**src/rtl/rom_fuse_key_loader.sv**
```systemverilog
`default_nettype none
// +--------------------------------------------------------------------------+
// | Module      : rom_fuse_key_loader                                        |
// | Description : Stages a host key and presents it to the ROM fuse unlock   |
// |               logic on REG0 for exactly one cycle per commit. It then    |
// |               checks LOCKED_IN, counts consecutive failed attempts and   |
// |               enforces a timed lockout. REG0 is 32'h0 at all other times.|
// | Option      : ROM_FUSE_KEY_ZEROIZE_EN - when defined, the staged key is  |
// |               cleared once it has been presented.                        |
// | Ports       : CLK, RESETN (async assert, active low)                     |
// |               WR_VALID/WR_READY/WR_ADDR/WR_DATA - host write port        |
// |                 addr 0 = key staging, 1 = command (bit0 = commit)        |
// |               REG0      - key to fuse logic (registered)                 |
// |               LOCKED_IN - LOCKED from fuse logic                         |
// |               BUSY, UNLOCKED, LOCKOUT, FAIL_CNT - status                 |
// | Revision    : 1.0 - initial release                                      |
// +--------------------------------------------------------------------------+
module rom_fuse_key_loader #(
    parameter int MAX_ATTEMPTS   = 3,
    parameter int LOCKOUT_CYCLES = 1024,
    parameter int FAIL_W         = 2
) (
    input  logic              CLK,
    input  logic              RESETN,
    input  logic              WR_VALID,
    output logic              WR_READY,
    input  logic [1:0]        WR_ADDR,
    input  logic [31:0]       WR_DATA,
    output logic [31:0]       REG0,
    input  logic              LOCKED_IN,
    output logic              BUSY,
    output logic              UNLOCKED,
    output logic              LOCKOUT,
    output logic [FAIL_W-1:0] FAIL_CNT
);

    localparam int                c_lock_w    = (LOCKOUT_CYCLES > 1) ? $clog2(LOCKOUT_CYCLES) : 1;
    localparam logic [c_lock_w-1:0] c_lock_load = c_lock_w'(LOCKOUT_CYCLES - 1);
    localparam logic [FAIL_W:0]   c_max_ext   = (FAIL_W+1)'(MAX_ATTEMPTS);
    localparam logic [FAIL_W-1:0] c_max_cnt   = FAIL_W'(MAX_ATTEMPTS);

    localparam logic [2:0] c_st_idle    = 3'd0;
    localparam logic [2:0] c_st_present = 3'd1;
    localparam logic [2:0] c_st_settle  = 3'd2;
    localparam logic [2:0] c_st_check   = 3'd3;
    localparam logic [2:0] c_st_lockout = 3'd4;
    localparam logic [2:0] c_st_done    = 3'd5;

    logic [2:0]          r_state;
    logic [31:0]         r_key;
    logic [31:0]         r_reg0;
    logic [FAIL_W-1:0]   r_fail_cnt;
    logic [c_lock_w-1:0] r_lock_cnt;

    logic                w_idle;
    logic                w_done;
    logic                w_fire;
    logic                w_stage_wr;
    logic                w_commit;
    logic [FAIL_W:0]     w_fail_next;
    logic                w_last_try;

    assign w_idle      = (r_state == c_st_idle);
    assign w_done      = (r_state == c_st_done);
    // Ready is gated by RESETN so the host sees no acceptance while reset is held.
    assign WR_READY    = RESETN & (w_idle | w_done);
    assign w_fire      = WR_VALID & WR_READY;
    // Writes in DONE handshake normally but must not touch anything.
    assign w_stage_wr  = w_fire & w_idle & (WR_ADDR == 2'd0);
    assign w_commit    = w_fire & w_idle & (WR_ADDR == 2'd1) & WR_DATA[0];
    // One bit wider than FAIL_CNT so the increment can never wrap.
    assign w_fail_next = {1'b0, r_fail_cnt} + (FAIL_W+1)'(1);
    assign w_last_try  = (w_fail_next >= c_max_ext);

    always_ff @(posedge CLK or negedge RESETN) begin
        if (!RESETN) begin
            r_state    <= c_st_idle;
            r_key      <= '0;
            r_reg0     <= '0;
            r_fail_cnt <= '0;
            r_lock_cnt <= '0;
        end else begin
            if (w_stage_wr) begin
                r_key <= WR_DATA;
            end
            case (r_state)
                c_st_idle: begin
                    // A commit takes priority over an already-asserted LOCKED_IN;
                    // the CHECK outcome then decides.
                    if (w_commit) begin
                        r_state <= c_st_present;
                        r_reg0  <= r_key;
                    end else if (LOCKED_IN) begin
                        r_state <= c_st_done;
                    end
                end
                c_st_present: begin
                    r_state <= c_st_settle;
                    r_reg0  <= '0;
`ifdef ROM_FUSE_KEY_ZEROIZE_EN
                    r_key   <= '0;
`endif
                end
                // Spare cycle so the fuse logic's two-edge LOCKED latency has elapsed.
                c_st_settle: begin
                    r_state <= c_st_check;
                end
                c_st_check: begin
                    if (LOCKED_IN) begin
                        r_state    <= c_st_done;
                        r_fail_cnt <= '0;
                    end else if (w_last_try) begin
                        r_state    <= c_st_lockout;
                        r_fail_cnt <= c_max_cnt;
                        r_lock_cnt <= c_lock_load;
                    end else begin
                        r_state    <= c_st_idle;
                        r_fail_cnt <= w_fail_next[FAIL_W-1:0];
                    end
                end
                c_st_lockout: begin
                    if (r_lock_cnt == '0) begin
                        r_state    <= c_st_idle;
                        r_fail_cnt <= '0;
                    end else begin
                        r_lock_cnt <= r_lock_cnt - c_lock_w'(1);
                    end
                end
                c_st_done: begin
                    r_state <= c_st_done;
                end
                default: begin
                    r_state <= c_st_idle;
                    r_reg0  <= '0;
                end
            endcase
        end
    end

    assign REG0     = r_reg0;
    assign BUSY     = (r_state == c_st_present) | (r_state == c_st_settle) |
                      (r_state == c_st_check)   | (r_state == c_st_lockout);
    assign UNLOCKED = w_done;
    assign LOCKOUT  = (r_state == c_st_lockout);
    assign FAIL_CNT = r_fail_cnt;

endmodule
`default_nettype wire
```
**config.mk**
```make
export PLATFORM = sky130hd
export DESIGN_NAME = rom_fuse_key_loader
export DESIGN_NICKNAME = d
export VERILOG_FILES = /design/src/rtl/rom_fuse_key_loader.sv
export SDC_FILE = /design/constraint.sdc
export NUM_CORES = 1
export LEC_CHECK = 0
export BUFFER_PORTS_ARGS = -buffer_cell sky130_fd_sc_hd__buf_2
export CAP_MARGIN = 25
export CORE_UTILIZATION = 30
export DETAILED_ROUTE_END_ITERATION = 10
export REMOVE_ABC_BUFFERS = 1
export SYNTH_ARGS = -nofsm -noshare
export SYNTH_HDL_FRONTEND = slang
export SYNTH_SLANG_ARGS = --single-unit
```
**constraint.sdc**
```tcl
create_clock -name CLK -period 3.7 [get_ports CLK]
set_input_delay 0.185 -clock CLK [delete_from_list [all_inputs] [get_ports CLK]]
set_output_delay 0.185 -clock CLK [all_outputs]
set_load 0.05 [all_outputs]
```
==> key figures, run 1 <==
Outcome
  – Status: finished, final reports clean

Clock network
  – Post-CTS Setup Repair Bufs: 0
  – CTS tree: built
  – Root Driver: clkbuf_8
  – Latest clock arrival within the worst-skew pair: ~0.35 ns
  – Clock Sinks: 79
  – Worst-path clk slew: roughly 0.09 ns
  – H-Tree Depth: 3
  – Hold buffer count at CTS: 0
  – Number of CTS-inserted buffers: 9
  – Post-CTS Resized: 0
  – Clk buf depth: 2

Synthesis
  – Synth warnings: 0
  – Count leader, synth: dfrtp_1
  – Synthesized instance count: between 200 and 250
  – Post-synth ARST share: 100%
  – Top cell type's share of synthesized area: 60.8%
  – Commonest register cell after synthesis: dfrtp_1
  – Seq cells post-synth: 79
  – Unique masters post-synth: 42
  – Syn avg cell area: 13.4 µm²
  – Most frequent cells after synthesis: dfrtp_1, a22o_1, mux2_2, nor2_1
  – Mapped Area: 3250 µm²
  – Register area share after synthesis: 60.8%
  – Leading area contributor after synthesis: dfrtp_1
  – Post-synth EDFFs: 0
  – Top post-synthesis cells by area: dfrtp_1, mux2_2, a22o_1

Power and ir drop
  – Pleak: 2.02 nW
  – Part of the power in the clock network: a little over two fifths
  – Net Sw Frac: 21.9%
  – Peak supply drop: 0.219 mV
  – Combinational Power Share: 3.7%
  – Int Power: between 1 and 1.5 mW
  – Reg power frac: 53.6%
  – Net Sw Power: 358 µW
  – Pwr dens: 405 nW/µm²

Timing
  – Tmin final: around 2.2 ns
  – Hold Violations, Final: 0
  – Setup-failing EPs final: 0
  – Total Neg Setup Slack: 0 ns
  – Max-slew violation count: 0
  – Final Skew: roughly 0.014 ns
  – Period utilization: 58.2%
  – Final hold slack: 0.0560 ns
  – Unrepaired setup endpoints after global routing: false
  – Fmax: 0.464 GHz
  – Worst-margin pin slew: 0.953 ns
  – Rel. slew slack: 36.4%

Critical path
  – R2R setup slack: around 1.5 ns
  – FF-to-FF path depth: 4
  – Element type at the critical path start: flop
  – Reg2reg start: r_state[2]$_DFFE_PN0P_
  – Worst EP arrival: 2.39 ns
  – Critical path capture point type: flop
  – Worst path required time: 3.93 ns
  – Worst R2R End: FAIL_CNT[1]$_DFFE_PN0P_
  – WS Path Type: reg2reg
  – CP max FO: 15

Placement
  – Placement Cell Area: ~3800 µm²
  – IO buf count: 75
  – Final GP Congestion: between 0.7 and 0.8
  – HPWL after detailed placement: 4720 µm
  – # placed instances: around 450

Final layout
  – # diodes: 0
  – Layout cells sized above 1: 41.9%
  – Final instance area: 4040 µm²
  – Layout net count: 362
  – Non-filler cells, final: 463
  – Layout area overhead: 24.2%
  – Final core utilization: 38.8%

Floorplan
  – Cell Rows: 37
  – Die Y: between 100 and 150 µm
  – Core area: 10400 µm²
  – IO Pins: 76
  – Initial Util: 31.2%
  – Die ar.: 11300 µm²
  – Die width: ~110 µm

Global route
  – Vias in the first global route: between 2000 and 2500
  – Grt total ovfl: 0
  – First-pass GRT wire length: roughly 11000 µm
  – Antenna violations before repair: 0
  – Largest net degree at the start of global routing: 80
  – GRT Total Usage: 13.1%

Routing
  – DRT Wirelength: 7180 µm
  – Vias per cell: approximately 5
  – Routed len/inst: around 16 µm
  – First DRT Iteration DRCs: 80
  – Post-DRT Antenna Nets: 0
  – Via count: between 2000 and 2500
  – Drt drc: 0
  – First-pass DRT Iterations: 5

Worst hold path
  – Worst Min Path Start: WR_DATA[16]
  – Hold path endpoint: r_key[16]$_DFFE_PN0P_
  – Hold Path Cell Cnt: 2
  – Hold Path Class: in2reg

Run
  – Max_cap viols: 0
layer usage:
metal  vias to the layer above  track usage, %  share of wire [%]
met4                         0            6.05                1.3
met1                      1197            17.7                 48
met2                        62            19.2                 46
met5                         -               0                  0
li1                       1057               -                  -
met3                         4            4.17                4.6
layout make-up:
type | count | area, µm²
clock buffers | 11 | 131
clock inverters | 5 | 82.6
fillers | 1044 | 6380
inverters | 8 | 30.0
multi-input cells | 142 | 1200
flip-flops and latches | 79 | 1980
well taps | 136 | 170
repair buffers | 82 | 443
cells by family (layout without fill, tap and decap cells):
family | after synthesis | in the layout | synth area share [%]
AO/OA/AOI/OAI | 58 | 58 | 14.4
XOR/XNOR | 3 | 3 | 0.808
adder cells (fa/ha/maj) | 2 | 2 | 0.770
buffers and inverters | 22 | 106 | 3.00
flip-flops | 79 | 79 | 60.8
multiplexers | 35 | 35 | 12.0
AND/OR/NAND/NOR | 44 | 44 | 8.16
metrics by stage:
stage / power, mW / setup WS [ns]
2_1_floorplan: 0.906 / 0.643
3_3_place_gp: 0.950 / 1.59
3_5_place_dp: 0.951 / 1.58
4_1_cts: 1.65 / 1.54
5_1_grt: 1.71 / 1.39
6_report: 1.63 / 1.55
sequential cells by signal, indices dropped and copies added, names as in the netlist:
register,cells
REG0,32
r_lock_cnt,10
FAIL_CNT,2
r_state,3
r_key,32
how the worst max path moves through the flow:
| stage | slack, ns | startpoint | to | cells after the start |
|---|---|---|---|---|
| 2_1_floorplan | 0.64 | r_state[1]$_DFFE_PN0P_ | r_key[0]$_DFFE_PN0P_ | 3 |
| 3_3_place_gp | 1.59 | r_state[1]$_DFFE_PN0P_ | REG0[23]$_DFFE_PN0P_ | 4 |
| 3_5_place_dp | 1.58 | r_state[1]$_DFFE_PN0P_ | REG0[26]$_DFFE_PN0P_ | 4 |
| 4_1_cts | 1.54 | r_state[1]$_DFFE_PN0P_ | REG0[26]$_DFFE_PN0P_ | 4 |
| 5_1_grt | 1.39 | r_state[2]$_DFFE_PN0P_ | FAIL_CNT[1]$_DFFE_PN0P_ | 4 |
| 6_report | 1.55 | r_state[2]$_DFFE_PN0P_ | FAIL_CNT[1]$_DFFE_PN0P_ | 4 |
placed cells by master, fill, tap and decap left out, drive strengths merged, types with 2 or more instances in the layout:
master / n
o31ai: 3
a31oi: 2
bufinv: 2
or4: 2
or3b: 3
a21oi: 5
a22o: 32
o21ai: 9
clkinvlp: 3
mux2: 32
clkbuf: 11
nor2: 12
nand2: 6
or3: 2
nor4: 6
dfrtp: 79
nor3: 4
buf: 81
mux2i: 3
nand2b: 2
inv: 8
ha: 2
xor2: 2
critical path, stage by stage, from the launching register on:
cell	delay, ns
dfrtp_1	0.70
or3b_1	0.49
nor4_1	0.43
nor2_1	0.13
o2bb2a_1	0.30
power by group through the flow:
stage               registers (mW)  logic [mW]  clock network, mW
global placement             0.892      0.0575                  0
global route                 0.877      0.0676              0.764
floorplan                    0.894      0.0128                  0
CTS                          0.875      0.0585              0.716
detailed placement           0.893      0.0581                  0
finish                       0.876      0.0597              0.699
Note: power is estimated with default switching activity, not from simulation.
==> inputs of run 2 (changes only) <==
--- a/config.mk
+++ b/config.mk
@@ -5,6 +5,7 @@
 export SDC_FILE = /design/constraint.sdc
 export NUM_CORES = 1
 export LEC_CHECK = 0
+export ABC_AREA = 1
 export BUFFER_PORTS_ARGS = -buffer_cell sky130_fd_sc_hd__buf_2
 export CAP_MARGIN = 25
 export CORE_UTILIZATION = 30
==> constraint.sdc (replaced) <==
create_clock -name CLK -period 1.85 [get_ports CLK]
set_input_delay 0.0925 -clock CLK [delete_from_list [all_inputs] [get_ports CLK]]
set_output_delay 0.0925 -clock CLK [all_outputs]
set_load 0.05 [all_outputs]
==> run 2 against run 1 <==
Compared with the run above: critical endpoint is now LOCKOUT; clock power rose to 2.7 times the previous value; routed wire length increased by 9.0%; synthesized area up 8.5%; die area increased by 8.3%; highest routed layer unchanged; critical path depth is 1 higher; critical path type is now reg2out; hold slack worse by 0.043 ns.
==> key figures, run 2 <==
Global route
  – First-pass GRT wire length: about 14000 µm
  – Largest net degree at the start of global routing: 65
  – GRT Total Usage: 13.8%
  – Vias in the first global route: 2951
  – Grt total ovfl: 0
  – Antenna violations before repair: 0

Critical path
  – Critical path capture point type: output pin
  – Worst path required time: 1.76 ns
  – WS Path Type: reg2out
  – Element type at the critical path start: flop
  – Worst path cell trace: nor2_2, nand2_2, inv_1, buf_4, clkbuf_4
  – Worst EP arrival: 1.59 ns
  – CP max-delay cell: dfrtp_1
  – CP startpoint: r_state[1]$_DFFE_PN0P_
  – FF-to-FF path depth: 7
  – CP max FO: 10
  – Crit-path max cell delay: roughly 0.44 ns
  – Reg2reg start: r_state[2]$_DFFE_PN0P_

Timing
  – Unrepaired setup endpoints after global routing: false
  – Final setup margin: 0.164 ns
  – Fmax: 0.593 GHz
  – Total Neg Setup Slack: 0 ns
  – Tmin final: 1.69 ns
  – Worst-margin pin slew: 0.488 ns
  – Period utilization: 91.1%
  – Final hold slack: 0.0129 ns
  – Max-slew violation count: 0
  – Rel. slew slack: 67.5%
  – Setup-failing EPs final: 0
  – Final Skew: 0.00813 ns
  – Hold Violations, Final: 0

Outcome
  – Status: finished, final reports clean

Synthesis
  – Syn avg cell area: 8.38 µm²
  – Post-synth ARST share: 100%
  – Synth warnings: 0
  – Commonest register cell after synthesis: dfrtp_1
  – Register area share after synthesis: a little under three fifths
  – Leading area contributor after synthesis: dfrtp_1
  – Top post-synthesis cells by area: dfrtp_1, nand2_1, o21ai_0
  – Count leader, synth: nand2_1
  – Post-synth EDFFs: 0
  – Most frequent cells after synthesis: nand2_1, dfrtp_1, inv_1, o21ai_0, o21ai_1
  – Top cell type's share of synthesized area: 56.1%
  – Unique masters post-synth: 26
  – Synthesized instance count: 421
  – Mapped Area: roughly 3500 µm²
  – Seq cells post-synth: 79

Final layout
  – Most frequent cells in the layout: nand2_1, dfrtp_1, buf_2, inv_1, o21ai_0
  – Fill count: 1144
  – Commonest non-fill, non-tap cell in the layout: nand2_1
  – # diodes: 0
  – Final instance area: roughly 4700 µm²
  – Register Area: 1980 µm²
  – Area of the multi-input gates: 1230 µm²
  – Layout area overhead: 32.9%
  – Layout net count: 567
  – Layout cells sized above 1: 20.3%

Clock network
  – CTS tree: built
  – Latest clock arrival within the worst-skew pair: 0.33 ns
  – Worst-path clk slew: 0.05 ns
  – H-Tree Depth: 3
  – Number of CTS-inserted buffers: 9
  – Clock Sinks: 79
  – Clk buf depth: 2
  – Root Driver: clkbuf_16
  – Post-CTS Setup Repair Bufs: 0

Power and ir drop
  – Pwr dens: 801 nW/µm²
  – Pleak: 2.34 nW
  – Peak supply drop: 0.377 mV
  – Power consumption: 3.75 mW

Placement
  – Final GP Congestion: roughly 0.78
  – Placement Cell Area: about 4000 µm²
  – IO buf count: 75
  – DP Worst Slack: 0.282 ns
  – HPWL after detailed placement: 5120 µm

Floorplan
  – Cell Rows: 39
  – Core area: 11400 µm²
  – Initial Util: 30.9%
  – Die width: approximately 110 µm
  – Die ar.: 12200 µm²
  – Die Y: between 100 and 150 µm
  – IO Pins: 76

Routing
  – Routed len/inst: 11.6 µm
  – Via count: 3028
  – Post-DRT Antenna Nets: 0
  – Drt drc: 0
  – Vias per cell: 4.49
  – First DRT Iteration DRCs: 141
  – DRT Wirelength: 7830 µm
  – First-pass DRT Iterations: 4

Worst hold path
  – Hold Path Cell Cnt: 3
  – Worst Min Path Start: WR_DATA[0]
  – Hold Path Class: in2reg

Run
  – Max_cap viols: 0
-- run 2: cell types whose count changed in the layout (fill, tap and decap cells not counted), sizes merged, moves of 31 or more --
| cell | delta |
|---|---|
| mux2 | -32 |
| a22o | -32 |
| o21ai | +69 |
| dlygate4sd3 | +31 |
| nand2 | +136 |
| inv | +45 |
-- run 2: routing by layer --
| metal | up-vias | global-route usage, % | share of wire [%] |
|---|---|---|---|
| li1 | 1536 | - | - |
| met5 | - | 0 | 0 |
| met1 | 1407 | 17.7 | 48 |
| met4 | 0 | 5.69 | 1.6 |
| met2 | 73 | 21.7 | 45 |
| met3 | 12 | 4.39 | 5.4 |
-- run 2: critical path: cells and delay by family, from the launching register on --
family | cells | cell delay [ns]
AND/OR/NAND/NOR | 2 | 0.30
buffers and inverters | 3 | 0.53
flip-flops | 1 | 0.44
-- run 2: logic make-up after synthesis --
logic type	after synthesis	synth area share, %
flip-flops	79	56.1
XOR/XNOR	3	0.745
buffers and inverters	71	8.98
AND/OR/NAND/NOR	182	21.4
adder cells (fa/ha/maj)	2	0.710
AO/OA/AOI/OAI	84	12.1
-- run 2: path summary, 6_finish.rpt --
| kind | end | slack [ns] |
|---|---|---|
| worst max-delay path | LOCKOUT | 0.16 |
| worst min-delay path | r_key[0]$_DFFE_PN0P_ | 0.01 |
| worst max register to register | REG0[22]$_DFFE_PN0P_ | 0.26 |
| worst min register to register | REG0[12]$_DFFE_PN0P_ | 0.48 |
| max in group asynchronous | REG0[25]$_DFFE_PN0P_ | 0.99 |
| min in group asynchronous | r_lock_cnt[8]$_DFFE_PN0P_ | 0.15 |
-- run 2: cell type report --
type                       instances  area share, %
clock buffer                      11           5.18
multi-input combinational        271           26.4
timing repair buffer             113           16.5
tap                              143           3.82
inverter                          53           4.25
clock inverter                     5           1.74
sequential                        79           42.2
-- run 2: power by group --
group | switching [mW] | internal (mW)
Clock | 0.672 | 1.22
Combinational | 0.0606 | 0.0758
Sequential | 0 | 1.73
-- run 2: what timing repair did --
item | in CTS | in global routing
hold buffers | 32 | 0
endpoints found under the setup margin | 0 | 1
resized for setup | 0 | 2
endpoints found under the hold margin | 88 | 0
-- run 2: per-stage QoR --
step           cells  util (%)
4_1_cts          675      41.0
5_1_grt          675      41.0
3_5_place_dp     627      35.3
6_report         675      41.0
3_3_place_gp     627      35.3
2_1_floorplan    403         -
==> inputs of run 3 (changes only) <==
--- a/config.mk
+++ b/config.mk
@@ -6,11 +6,11 @@
 export NUM_CORES = 1
 export LEC_CHECK = 0
 export ABC_AREA = 1
-export BUFFER_PORTS_ARGS = -buffer_cell sky130_fd_sc_hd__buf_2
 export CAP_MARGIN = 25
 export CORE_UTILIZATION = 30
 export DETAILED_ROUTE_END_ITERATION = 10
-export REMOVE_ABC_BUFFERS = 1
+export DONT_BUFFER_PORTS = 1
+export SKIP_LAST_GASP = 1
 export SYNTH_ARGS = -nofsm -noshare
 export SYNTH_HDL_FRONTEND = slang
 export SYNTH_SLANG_ARGS = --single-unit
==> run 3 against run 2 <==
Compared with the run above: the flow now finishes with violations (hold timing); routed wire length decreased by 3.3%; sequential share of layout area up 4.0 points; clock skew shrank 0.0040 ns; critical endpoint is now WR_READY; flip-flop and latch count stayed put; register-to-register slack lost 0.03 ns; cell count shrank 11%.
==> key figures, run 3 (synthesis results as in run 2) <==
Final layout
  – Layout area overhead: 21.5%
  – Non-filler cells, final: 602
  – # diodes: 0
  – Commonest non-fill, non-tap cell in the layout: nand2_1
  – Fill count: 1171
  – Layout cells sized above 1: around 7%
  – Register Area: a little under 2000 µm²
  – Area of the multi-input gates: 1230 µm²
  – Most frequent cells in the layout: nand2_1, dfrtp_1, inv_1, o21ai_0, dlygate4sd3_1
  – Layout net count: 495

Routing
  – Post-DRT Antenna Nets: 0
  – Via count: 2749
  – Routed len/inst: 12.6 µm
  – Drt drc: 0
  – Vias per cell: 4.57
  – First DRT Iteration DRCs: 130
  – DRT Wirelength: 7570 µm
  – First-pass DRT Iterations: 4

Timing
  – Final setup margin: 0.0870 ns
  – Final Skew: about 0.0042 ns
  – Worst-margin pin slew: between 0.5 and 0.6 ns
  – Final hold slack: -0.547 ns
  – Rel. slew slack: 66.0%
  – Total Neg Setup Slack: 0 ns
  – Max-slew violation count: 0
  – Fmax: 0.567 GHz
  – Tmin final: 1.76 ns
  – Setup-failing EPs final: 0
  – Hold Violations, Final: slightly below 80
  – Period utilization: 95.3%

Outcome
  – Violated checks: hold timing
  – Status: complete, but fails checks

Floorplan
  – Die ar.: 12200 µm²
  – Initial Util: 30.9%
  – Die Y: approximately 110 µm
  – IO Pins: 76
  – Core area: 11400 µm²
  – Cell Rows: 39
  – Die width: 110 µm

Critical path
  – Worst path cell trace: nor2_2, inv_1, nand2_1, and3_1
  – R2R setup slack: 0.23 ns
  – CP max FO: 6
  – Worst path required time: 1.76 ns
  – CP max-delay cell: and3_1
  – Element type at the critical path start: flop
  – Crit-path max cell delay: 0.47 ns
  – Worst EP arrival: 1.67 ns
  – Critical path capture point type: output pin
  – FF-to-FF path depth: 6
  – WS Path Type: reg2out

Run
  – Max_cap viols: 0

Worst hold path
  – Hold Path Class: in2async

Clock network
  – CTS tree: built
  – Hold buffer count at CTS: 33
  – H-Tree Depth: 3
  – Clock Sinks: ~80
  – Root Driver: clkbuf_16
  – Worst-path clk slew: 0.06 ns
  – Number of CTS-inserted buffers: 9
  – Latest clock arrival within the worst-skew pair: 0.33 ns
  – Clk buf depth: 2

Global route
  – Grt total ovfl: 0
  – First-pass GRT wire length: 13200 µm
  – GRT Total Usage: 13.5%
  – Antenna violations before repair: 0
  – Largest net degree at the start of global routing: 82
  – Vias in the first global route: between 2000 and 3000

Placement
  – IO buf count: 0
  – Final GP Congestion: between 0.8 and 0.9
  – DP Worst Slack: 0.267 ns
  – HPWL after detailed placement: 4600 µm
  – # placed instances: 554

Synthesis
  – Mapped Nets: 461

Power and ir drop
  – Pleak: 1.99 nW
  – Pwr dens: roughly 800 nW/µm²
  – Peak supply drop: 0.542 mV
run 3: where the power goes:
| group | total [mW] | internal [mW] | switching, mW |
|---|---|---|---|
| Clock | 1.66 | 1.01 | 0.643 |
| Sequential | 1.73 | 1.73 | 0 |
| Combinational | 0.0613 | 0.0478 | 0.0135 |
| Total | 3.45 | 2.79 | 0.657 |
run 3: layout make-up:
| cell class | count | area share, % |
|---|---|---|
| Timing Repair Buffer | 41 | 9.70 |
| Multi-Input combinational cell | 271 | 28.8 |
| Sequential cell | 79 | 46.2 |
| Tap cell | 143 | 4.18 |
| Inverter | 53 | 4.65 |
| Clock buffer | 15 | 6.49 |
run 3: stage by stage:
step / cell area (µm²) / power [mW] / utilization, %
6_report: 4280 / 3.45 / 37.5
5_1_grt: 4280 / 3.58 / 37.5
4_1_cts: 4280 / 3.52 / 37.5
3_5_place_dp: 3670 / 1.76 / 32.2
3_3_place_gp: 3670 / 1.76 / 32.2
2_1_floorplan: 3530 / 1.76 / -
run 3: metal layers:
metal / GRT usage, % / share of wire [%] / vias to the layer above
met5: 0 / 0 / -
met4: 5.87 / 1.4 / 0
met3: 4.39 / 5.2 / 8
met2: 22.1 / 48 / 68
met1: 16.2 / 46 / 1281
li1: - / - / 1392
run 3: final timing paths:
kind / startpoint / endpoint
setup / recovery: r_state[1]$_DFFE_PN0P_ / WR_READY
hold / removal: RESETN / r_key[7]$_DFFE_PN0P_
setup reg to reg: r_state[1]$_DFFE_PN0P_ / REG0[12]$_DFFE_PN0P_
hold reg to reg: REG0[31]$_DFFE_PN0P_ / REG0[31]$_DFFE_PN0P_
max in group asynchronous: RESETN / REG0[10]$_DFFE_PN0P_
min in group CLK: LOCKED_IN / r_state[2]$_DFFE_PN0P_
run 3: what timing repair did:
| action | 4_1_cts | 5_1_grt |
|---|---|---|
| setup buffers | 0 | 0 |
| hold endpoints to repair | 114 | 79 |
| endpoints found under the setup margin | 0 | 1 |
| resized for setup | 0 | 1 |
run 3: worst max-delay path: cells and delay by family (launching register included):
kind | cells | cell delay (ns)
flip-flops | 1 | 0.46
AND/OR/NAND/NOR | 3 | 0.76
buffers and inverters | 1 | 0.12
